--- config.mk ---
export PLATFORM = sky130hd
export DESIGN_NAME = imem_boot_loader
export DESIGN_NICKNAME = d
export VERILOG_FILES = /design/src/rtl/imem_boot_loader.sv
export SDC_FILE = /design/constraint.sdc
export NUM_CORES = 1
export LEC_CHECK = 0
export BUFFER_PORTS_ARGS = -buffer_cell sky130_fd_sc_hd__buf_2
export CAP_MARGIN = 20
export CORE_AREA = 2 2 121 123
export CTS_CLUSTER_SIZE = 30
export DETAILED_ROUTE_END_ITERATION = 16
export DIE_AREA = 0 0 123 125
export PLACE_DENSITY_LB_ADDON = 0.2
export SYNTH_ARGS = -nofsm -noshare
export SYNTH_HDL_FRONTEND = slang
export SYNTH_SLANG_ARGS = --single-unit
--- constraint.sdc ---
create_clock -name CLK -period 9.92 [get_ports CLK]
set_clock_uncertainty 0.05 [all_clocks]
set_input_delay 0.992 -clock CLK [delete_from_list [all_inputs] [get_ports CLK]]
set_output_delay 0.992 -clock CLK [all_outputs]
set_load 0.005 [all_outputs]
--- src/rtl/imem_boot_loader.sv ---
// rtl/imem_boot_loader.sv - program loader, CPU reset sequencer and OUT result FIFO
module imem_boot_loader #(
    parameter int DATA_W    = 16,
    parameter int ADDR_W    = 16,
    parameter int DEPTH     = 64,
    parameter int RST_HOLD  = 9,
    parameter int TIMEOUT   = 1024,
    parameter int OUT_DEPTH = 8
) (
    input  logic              CLK,
    input  logic              clr_n,
    input  logic              start,
    input  logic              load_valid,
    output logic              load_ready,
    input  logic [DATA_W-1:0] load_data,
    input  logic              load_last,
    output logic              instr2memory_en,
    output logic              I_memory_en,
    output logic [ADDR_W-1:0] instr2memory_addr,
    output logic [DATA_W-1:0] instr_in,
    output logic              cpu_clr_n,
    output logic              PC_en,
    input  logic              HLT,
    input  logic              out_strobe,
    input  logic [DATA_W-1:0] OutR_D,
    output logic              res_valid,
    input  logic              res_ready,
    output logic [DATA_W-1:0] res_data,
    output logic              busy,
    output logic              done,
    output logic              timeout,
    output logic              overflow,
    output logic [ADDR_W-1:0] word_count
);

    localparam int WC_W = $clog2(DEPTH) + 1;
    localparam int HC_W = $clog2(RST_HOLD + 1);
    localparam int RC_W = $clog2(TIMEOUT + 1);
    localparam int PW   = (OUT_DEPTH > 1) ? $clog2(OUT_DEPTH) : 1;
    localparam int CW   = $clog2(OUT_DEPTH) + 1;

    localparam logic [2:0] S_IDLE    = 3'd0;
    localparam logic [2:0] S_LOAD    = 3'd1;
    localparam logic [2:0] S_SETTLE  = 3'd2;
    localparam logic [2:0] S_CPU_RST = 3'd3;
    localparam logic [2:0] S_RUN     = 3'd4;
    localparam logic [2:0] S_DONE    = 3'd5;

    logic [2:0]        state_q, state_d;
    logic [WC_W-1:0]   wc_q, wc_d;
    logic [HC_W-1:0]   hold_q, hold_d;
    logic [RC_W-1:0]   run_q, run_d;
    logic              mem_en_q, mem_en_d;
    logic [ADDR_W-1:0] addr_q, addr_d;
    logic [DATA_W-1:0] data_q, data_d;
    logic              timeout_q, timeout_d;
    logic              ovf_q, ovf_d;
    logic [PW-1:0]     rd_q, rd_d;
    logic [PW-1:0]     wr_q, wr_d;
    logic [CW-1:0]     cnt_q, cnt_d;
    logic [DATA_W-1:0] fifo_mem_q [OUT_DEPTH];

    logic start_ok;
    logic push;
    logic pop;
    logic full;
    logic push_ok;

    assign start_ok = start & ((state_q == S_IDLE) | (state_q == S_DONE));
    assign push     = (state_q == S_RUN) & out_strobe;
    assign pop      = res_valid & res_ready;
    assign full     = (cnt_q == CW'(OUT_DEPTH));
    // A full FIFO still accepts a push when the head leaves in the same cycle.
    assign push_ok  = push & (~full | pop);

    always_comb begin
        state_d   = state_q;
        wc_d      = wc_q;
        hold_d    = hold_q;
        run_d     = run_q;
        mem_en_d  = 1'b0;
        addr_d    = addr_q;
        data_d    = data_q;
        timeout_d = timeout_q;
        ovf_d     = ovf_q;
        case (state_q)
            S_IDLE, S_DONE: begin
                if (start) begin
                    state_d   = S_LOAD;
                    wc_d      = '0;
                    timeout_d = 1'b0;
                    ovf_d     = 1'b0;
                end
            end
            S_LOAD: begin
                if (load_valid) begin
                    mem_en_d = 1'b1;
                    addr_d   = ADDR_W'(wc_q);
                    data_d   = load_data;
                    wc_d     = wc_q + WC_W'(1);
                    if (load_last) begin
                        state_d = S_SETTLE;
                    end else if (wc_q == WC_W'(DEPTH - 1)) begin
                        ovf_d   = 1'b1;
                        state_d = S_SETTLE;
                    end
                end
            end
            S_SETTLE: begin
                state_d = S_CPU_RST;
                hold_d  = '0;
            end
            S_CPU_RST: begin
                if (hold_q == HC_W'(RST_HOLD - 1)) begin
                    state_d = S_RUN;
                    run_d   = '0;
                end else begin
                    hold_d = hold_q + HC_W'(1);
                end
            end
            S_RUN: begin
                run_d = run_q + RC_W'(1);
                if (HLT) begin
                    state_d = S_DONE;
                end else if (run_q == RC_W'(TIMEOUT - 1)) begin
                    state_d   = S_DONE;
                    timeout_d = 1'b1;
                end
            end
            default: state_d = S_IDLE;
        endcase
        if (push & full & ~pop) begin
            ovf_d = 1'b1;
        end
    end

    always_comb begin
        rd_d  = rd_q;
        wr_d  = wr_q;
        cnt_d = cnt_q;
        if (start_ok) begin
            rd_d  = '0;
            wr_d  = '0;
            cnt_d = '0;
        end else begin
            if (pop) begin
                rd_d = rd_q + PW'(1);
            end
            if (push_ok) begin
                wr_d = wr_q + PW'(1);
            end
            cnt_d = cnt_q + CW'(push_ok) - CW'(pop);
        end
    end

    always_ff @(posedge CLK) begin
        if (!clr_n) begin
            state_q   <= S_IDLE;
            wc_q      <= '0;
            hold_q    <= '0;
            run_q     <= '0;
            mem_en_q  <= 1'b0;
            addr_q    <= '0;
            data_q    <= '0;
            timeout_q <= 1'b0;
            ovf_q     <= 1'b0;
            rd_q      <= '0;
            wr_q      <= '0;
            cnt_q     <= '0;
        end else begin
            state_q   <= state_d;
            wc_q      <= wc_d;
            hold_q    <= hold_d;
            run_q     <= run_d;
            mem_en_q  <= mem_en_d;
            addr_q    <= addr_d;
            data_q    <= data_d;
            timeout_q <= timeout_d;
            ovf_q     <= ovf_d;
            rd_q      <= rd_d;
            wr_q      <= wr_d;
            cnt_q     <= cnt_d;
        end
    end

    // Storage needs no reset: occupancy is tracked by cnt_q alone.
    always_ff @(posedge CLK) begin
        if (push_ok & ~start_ok) begin
            fifo_mem_q[wr_q] <= OutR_D;
        end
    end

    assign load_ready        = (state_q == S_LOAD);
    assign instr2memory_en   = (state_q == S_IDLE) | (state_q == S_LOAD) | (state_q == S_SETTLE);
    assign I_memory_en       = mem_en_q;
    assign instr2memory_addr = addr_q;
    assign instr_in          = data_q;
    assign cpu_clr_n         = (state_q == S_RUN) | (state_q == S_DONE);
    assign PC_en             = (state_q == S_CPU_RST) | (state_q == S_RUN);
    assign res_valid         = (cnt_q != '0);
    assign res_data          = fifo_mem_q[rd_q];
    assign busy              = (state_q == S_LOAD) | (state_q == S_SETTLE) |
                               (state_q == S_CPU_RST) | (state_q == S_RUN);
    assign done              = (state_q == S_DONE);
    assign timeout           = timeout_q;
    assign overflow          = ovf_q;
    assign word_count        = ADDR_W'(wc_q);

endmodule

==> out/results.txt, run 1 <==
Number of synthesized register bits: 192
Post-Syn Area: 0.00790 mm²
Critical Path RT: 8.88 ns
Slew at the pin closest to its max-slew limit: 0.949 ns
Outcome: finished, final reports clean
Final WL: 14,700 µm
Rel. slew slack: 0.365
I/O Pins: 114
Reg2reg end: fifo_mem_q[7][13]
Pin count of the biggest net entering global routing: 48
DRT antenna net count: 0
RSZ-0062 raised after global routing: false
Mapped Cells: 563
List of most frequent post-synthesis cells: 128 x edfxtp_1, 65 x nand2_1, 64 x dfxtp_1
Starting Density: 0.556
Maxcap violations: 0
Hold wc startpoint: instr2memory_addr[5]
Routed len/inst: 17.2 µm
Final min period: 3.34 ns
Vias after detailed routing: 4,689
# Post-CTS Setup Buffers: 0
Worst min-delay path class: reg -> reg
First-pass iteration count of the detailed router: 4
Iter 0 DRT Violations: 297
# nets final: 713
CTS Sinks: 192
Clk buf depth: 2
TritonCTS clock tree: built
Post-detail-place hpwl: 9460 µm
H-tree Lvls: 4
Critical Path Max Stage Delay: 0.59 ns
Chip width: 123 µm
Wire length on met1: 6350 µm
Sequential fraction of the synthesis area: 0.649
Vias/cell: 5.46
Area share of the largest cell type after synthesis: 0.487
Area post-placement: 0.00855 mm²
Tcrit/Tclk final: 0.337
Hold depth: 2
Worst-Skew Late Latency: 0.43 ns
Crit path max-delay cell type: mux4_2
Post-route setup TNS: 0 ns
Ranking of synthesized cells by area: edfxtp_1 49%, dfxtp_1 16%, mux4_2 9.1%
Yosys cell types: 53
Layout overhead on the synthesized area: 16.5%
Worst R2R Setup Slack: 6.89 ns
Max VDD drop: 0.000111 V
Crit path cell chain: buf_4, mux4_2, mux2_2, buf_2
Vias in the first global route: 4,682
Metal2 WL: 7420 µm
GP Congestion: 0.758
Reg2reg start: state_q[2]
First-pass GRT wire length: 23,800 µm
Largest area contributor in the netlist: edfxtp_1
CTS Buf Count: 17
GR Overflow Total: 0
CP Class: reg -> out
Die Span Y: 125 µm
Max Freq: 299 MHz
Final Max Tran Viols: 0
Layout cells sized above 1: 0.292
Routed length on met3: 768 µm
Die ar.: 0.0154 mm²
CP endpoint kind: primary output
Fraction of registers with async set/reset: 0
Overall routing resource usage: 0.204
Most frequent cell after synthesis: edfxtp_1
Clk root buf: clkbuf_16
Hold EP: instr2memory_addr[5]
FP Rows: 44
Crit path buf inv count: 2
Core area: 0.0142 mm²
Fin area: 0.00920 mm²
Initial antenna violation count: 1
Cell count of the worst reg-to-reg path: 5
Final Hold Fails: 0
Cell family with most CP delay: multiplexers
Number of flops mapped to enable cells by yosys: 128
Hold Buf Count CTS: 0
DRC: 0
CP Launch Type: flip-flop
Pwr/cell area: 221 mW/mm²
Primary FF master, synth: edfxtp_1
Cts repair resizes: 0
Mapped Avg Cell Area: 14.0 µm²
Endpoints failing setup: 0
Yosys warnings: 0
I/O Buffers: 95
Top sig layer: met4
Clock slew seen by the registers of the worst setup and hold paths: 0.06 ns
Final Util: 0.648
CP arrival: 2.30 ns
Leakage: 3.28 nW
CP Max Fanout: 32
[area by class of cell]
class,count,area [µm²]
inverter,15,56.3
tap,184,230
timing repair buffer,105,551
clock inverter,13,215
fill,1064,5000
multi-input combinational,330,2590
antenna,1,2.50
sequential,192,5130
clock buffer,19,433
[cells in the final DEF, fill, tap and decap left out, types with 6 or more instances in the layout]
cell type  count
edfxtp_1     128
buf_2         95
nand2_1       65
dfxtp_1       62
nor2_1        34
mux4_2        32
a21boi_0      24
o21ai_0       18
conb_1        18
mux2_2        17
clkbuf_16     17
inv_1         15
nand3_1       12
ha_1          11
buf_4         10
xnor2_1        8
a21oi_1        8
and2_1         6
xor2_1         6
bufinv_16      6
[power breakdown]
group / internal (mW) / total (mW) / switching (mW)
clock network: 0.469 / 0.745 / 0.276
registers: 0.890 / 0.929 / 0.0386
logic: 0.172 / 0.357 / 0.185
[sequential cells by signal (all words and copies together) (netlist names), named ones only]
name               count
fifo_mem_q           128
instr_in              16
run_q                 11
instr2memory_addr      7
wc_q                   7
cnt_q                  4
hold_q                 4
rd_q                   3
state_q                3
wr_q                   3
I_memory_en            1
overflow               1
timeout                1
[worst max-delay path by stage]
stage / startpoint / endpoint / slack [ns] / depth (start not counted)
after global placement: res_ready / fifo_mem_q[7][15] / 6.86 / 6
after global routing: flip-flop / res_data[0] / 6.46 / 4
after floorplan: res_ready / fifo_mem_q[0][0] / 6.36 / 4
final: flip-flop / res_data[0] / 6.58 / 4
after CTS: flip-flop / res_data[0] / 6.52 / 4
after detailed placement: res_ready / fifo_mem_q[7][15] / 6.78 / 6
[per-layer routing]
metal | track usage | up-vias
li1 | - | 2239
met1 | 0.261 | 2301
met2 | 0.336 | 133
met3 | 0.0529 | 16
met4 | 0.0775 | 0
met5 | 0 | -
[per-stage QoR]
step                      power, mW  worst slack [ns]  hold WS (ns)  cells
after floorplan                1.19              6.36         0.382    580
after global placement         1.29              6.86         0.393    826
after detailed placement       1.30              6.78         0.406    826
after CTS                      2.05              6.52         0.415    858
after global routing           2.13              6.46         0.432    858
final                          2.03              6.58         0.409    859
[cells by family after synthesis]
group	count (synthesis)	share of synthesized area
AOI/OAI and AO/OA	72	0.0618
xor gates and xnor gates	14	0.0155
adders and majority gates	12	0.0200
buffers and inverters	58	0.0372
DFF	192	0.649
muxes	51	0.118
other	1	0.000475
and+or+nand+nor	163	0.0981
[worst min-delay path, stage by stage, from the launching register on]
cell and delay, ns:
dfxtp_1 0.31, nand2_1 0.05, a21boi_1 0.05
Note: power is estimated with default switching activity, not from simulation.
==> run 2: changes to the inputs <==
clock period = 3.3 ns   (was 9.92 ns; I/O delays follow)
==> out/results.txt, run 2 (synthesis gave the netlist of run 1 again) <==
Outcome: finished, final reports clean
Layout overhead on the synthesized area: 15.8%
Ant diodes: 0 (-1)
Critical Path RT: 3.56 ns (-5.32 ns)
Final Hold Fails: 0 (unchanged)
Final hold slack: 0.102 ns (-0.307 ns)
# Post-CTS Setup Buffers: 0 (unchanged)
FP Rows: 44 (unchanged)
# nets final: 720 (+0.98%)
Endpoints failing setup: 0 (unchanged)
Final setup margin: 0.483 ns (-6.09 ns)
Rel. slew slack: 0.417 (+0.0519)
Maxcap violations: 0 (unchanged)
Place WS: 0.564 ns (-6.21 ns)
Die Span Y: 125 µm (unchanged)
I/O Pins: 114 (unchanged)
Crit path buf inv count: 1 (-1)
DRC: 0 (unchanged)
Post-detail-place hpwl: 9750 µm (+3.1%)
Final min period: 2.82 ns
CTS Sinks: 192 (unchanged)
Slew at the pin closest to its max-slew limit: 0.873 ns (-0.0760 ns)
Cell count of the worst reg-to-reg path: 9 (+4)
Final Util: 0.644 (-0.00379)
Fin area: 0.00915 mm² (-0.58%)
CP Class: reg -> reg
Chip width: 123 µm (unchanged)
CTS Buf Count: 17 (unchanged)
TritonCTS clock tree: built
Worst min-delay path class: in -> reg
GR Overflow Total: 0 (unchanged)
Max VDD drop: 0.000549 V (+390%)
Starting Density: 0.556 (unchanged)
Pwr/cell area: 629 mW/mm² (+180%)
Vias after detailed routing: 4,749 (+1.3%)
CP Launch Type: flip-flop
Final WL: 15,100 µm (+2.4%)
DRT antenna net count: 0 (unchanged)
Most frequent cells in the layout: 128 x edfxtp_1, 95 x buf_2, 65 x nand2_1
CP endpoint kind: flip-flop
Vias in the first global route: 4,753 (+1.5%)
Post-route setup TNS: 0 ns (unchanged)
Leakage: 3.26 nW (-0.41%)
Worst-Skew Late Latency: 0.43 ns (about the same)
H-tree Lvls: 4 (unchanged)
Hold Buf Count CTS: 0 (unchanged)
Max Freq: 355 MHz
Hold depth: 3 (+1)
Critical path depth: 9 (+5)
Vias/cell: 5.49 (+0.58%)
Cts repair resizes: 0 (unchanged)
Most flops, register: fifo_mem_q
GP Congestion: 0.808 (+6.6%)
Initial antenna violation count: 0 (-1)
CP arrival: 3.08 ns (+0.78 ns)
Routed len/inst: 17.4 µm (+1.7%)
Crit path max-delay cell type: dfxtp_1
Crit path cell chain: nor3b_2, and2_0, nand2_1, o21ai_0, ha_1, inv_1, fa_1, xor2_1, nor2_1
Iter 0 DRT Violations: 329 (+11%)
Final Max Tran Viols: 0 (unchanged)
Core area: 0.0142 mm² (unchanged)
Area post-placement: 0.00862 mm² (+0.78%)
I/O Buffers: 95 (unchanged)
Commonest non-fill, non-tap cell in the layout: edfxtp_1
Critical Path Max Stage Delay: 0.60 ns (about the same)
Die ar.: 0.0154 mm² (unchanged)
CP Max Fanout: 15 (-53%)
First-pass GRT wire length: 24,200 µm (+1.5%)
First-pass iteration count of the detailed router: 5 (+1)
Pin count of the biggest net entering global routing: 48 (unchanged)
Clk root buf: clkbuf_16
Layout cells sized above 1: 0.300 (+0.00727)
Tcrit/Tclk final: 0.854
RSZ-0062 raised after global routing: false
Largest register FFs: 128 (unchanged)
Cell family with most CP delay: simple AND/OR/NAND/NOR gates
Overall routing resource usage: 0.209 (+0.00418)
Clk buf depth: 2 (unchanged)
Clock slew seen by the registers of the worst setup and hold paths: 0.06 ns (about the same)
## run 2: cell types whose count changed in the layout (fill, tap and decap cells not counted), moves of 2 or more
cell        delta
clkinv_2       +2
clkinv_1       -2
clkinvlp_2     +2
buf_4          +6
bufinv_16      -5
## run 2: where the power goes
part           switching [mW]  internal, mW  total, mW
clock network           0.830          1.03       1.86
registers               0.126          2.68       2.80
logic                   0.559         0.535       1.09
total                    1.51          4.24       5.75
## run 2: area by class of cell
type | count | area (µm²)
sequential | 192 | 5130
fill | 1078 | 5050
multi-input combinational | 330 | 2590
timing repair buffer | 112 | 616
clock buffer | 20 | 437
tap | 184 | 230
clock inverter | 12 | 93.8
inverter | 15 | 56.3
## run 2: path summary, 6_finish.rpt
kind | from | end | slack [ns]
setup / recovery | state_q[2] | cnt_q[2] | 0.48
hold / removal | load_data[7] | instr_in[7] | 0.10
setup reg to reg | state_q[2] | cnt_q[2] | 0.48
hold reg to reg | instr2memory_addr[5] | instr2memory_addr[5] | 0.40
## run 2: worst reg2reg max path, stage by stage, from the launching register on
cell     delay (ns)
dfxtp_1        0.60
nor3b_2        0.51
and2_0         0.37
nand2_1        0.10
o21ai_0        0.18
ha_1           0.22
inv_1          0.08
fa_1           0.40
xor2_1         0.14
nor2_1         0.05
## run 2: stage by stage
stage          total power [mW]  cells
2_1_floorplan              3.59    580
3_3_place_gp               3.91    833
3_5_place_dp               3.95    833
4_1_cts                    5.82    865
5_1_grt                    6.05    865
6_report                   5.75    865
## run 2: metal layers
metal | track usage | part of all wire | vias to the layer above
met3 | 0.0575 | 0.050 | 22
li1 | - | - | 2253
met4 | 0.0755 | 0.018 | 0
met5 | 0 | 0 | -
met1 | 0.266 | 0.43 | 2352
met2 | 0.342 | 0.50 | 122
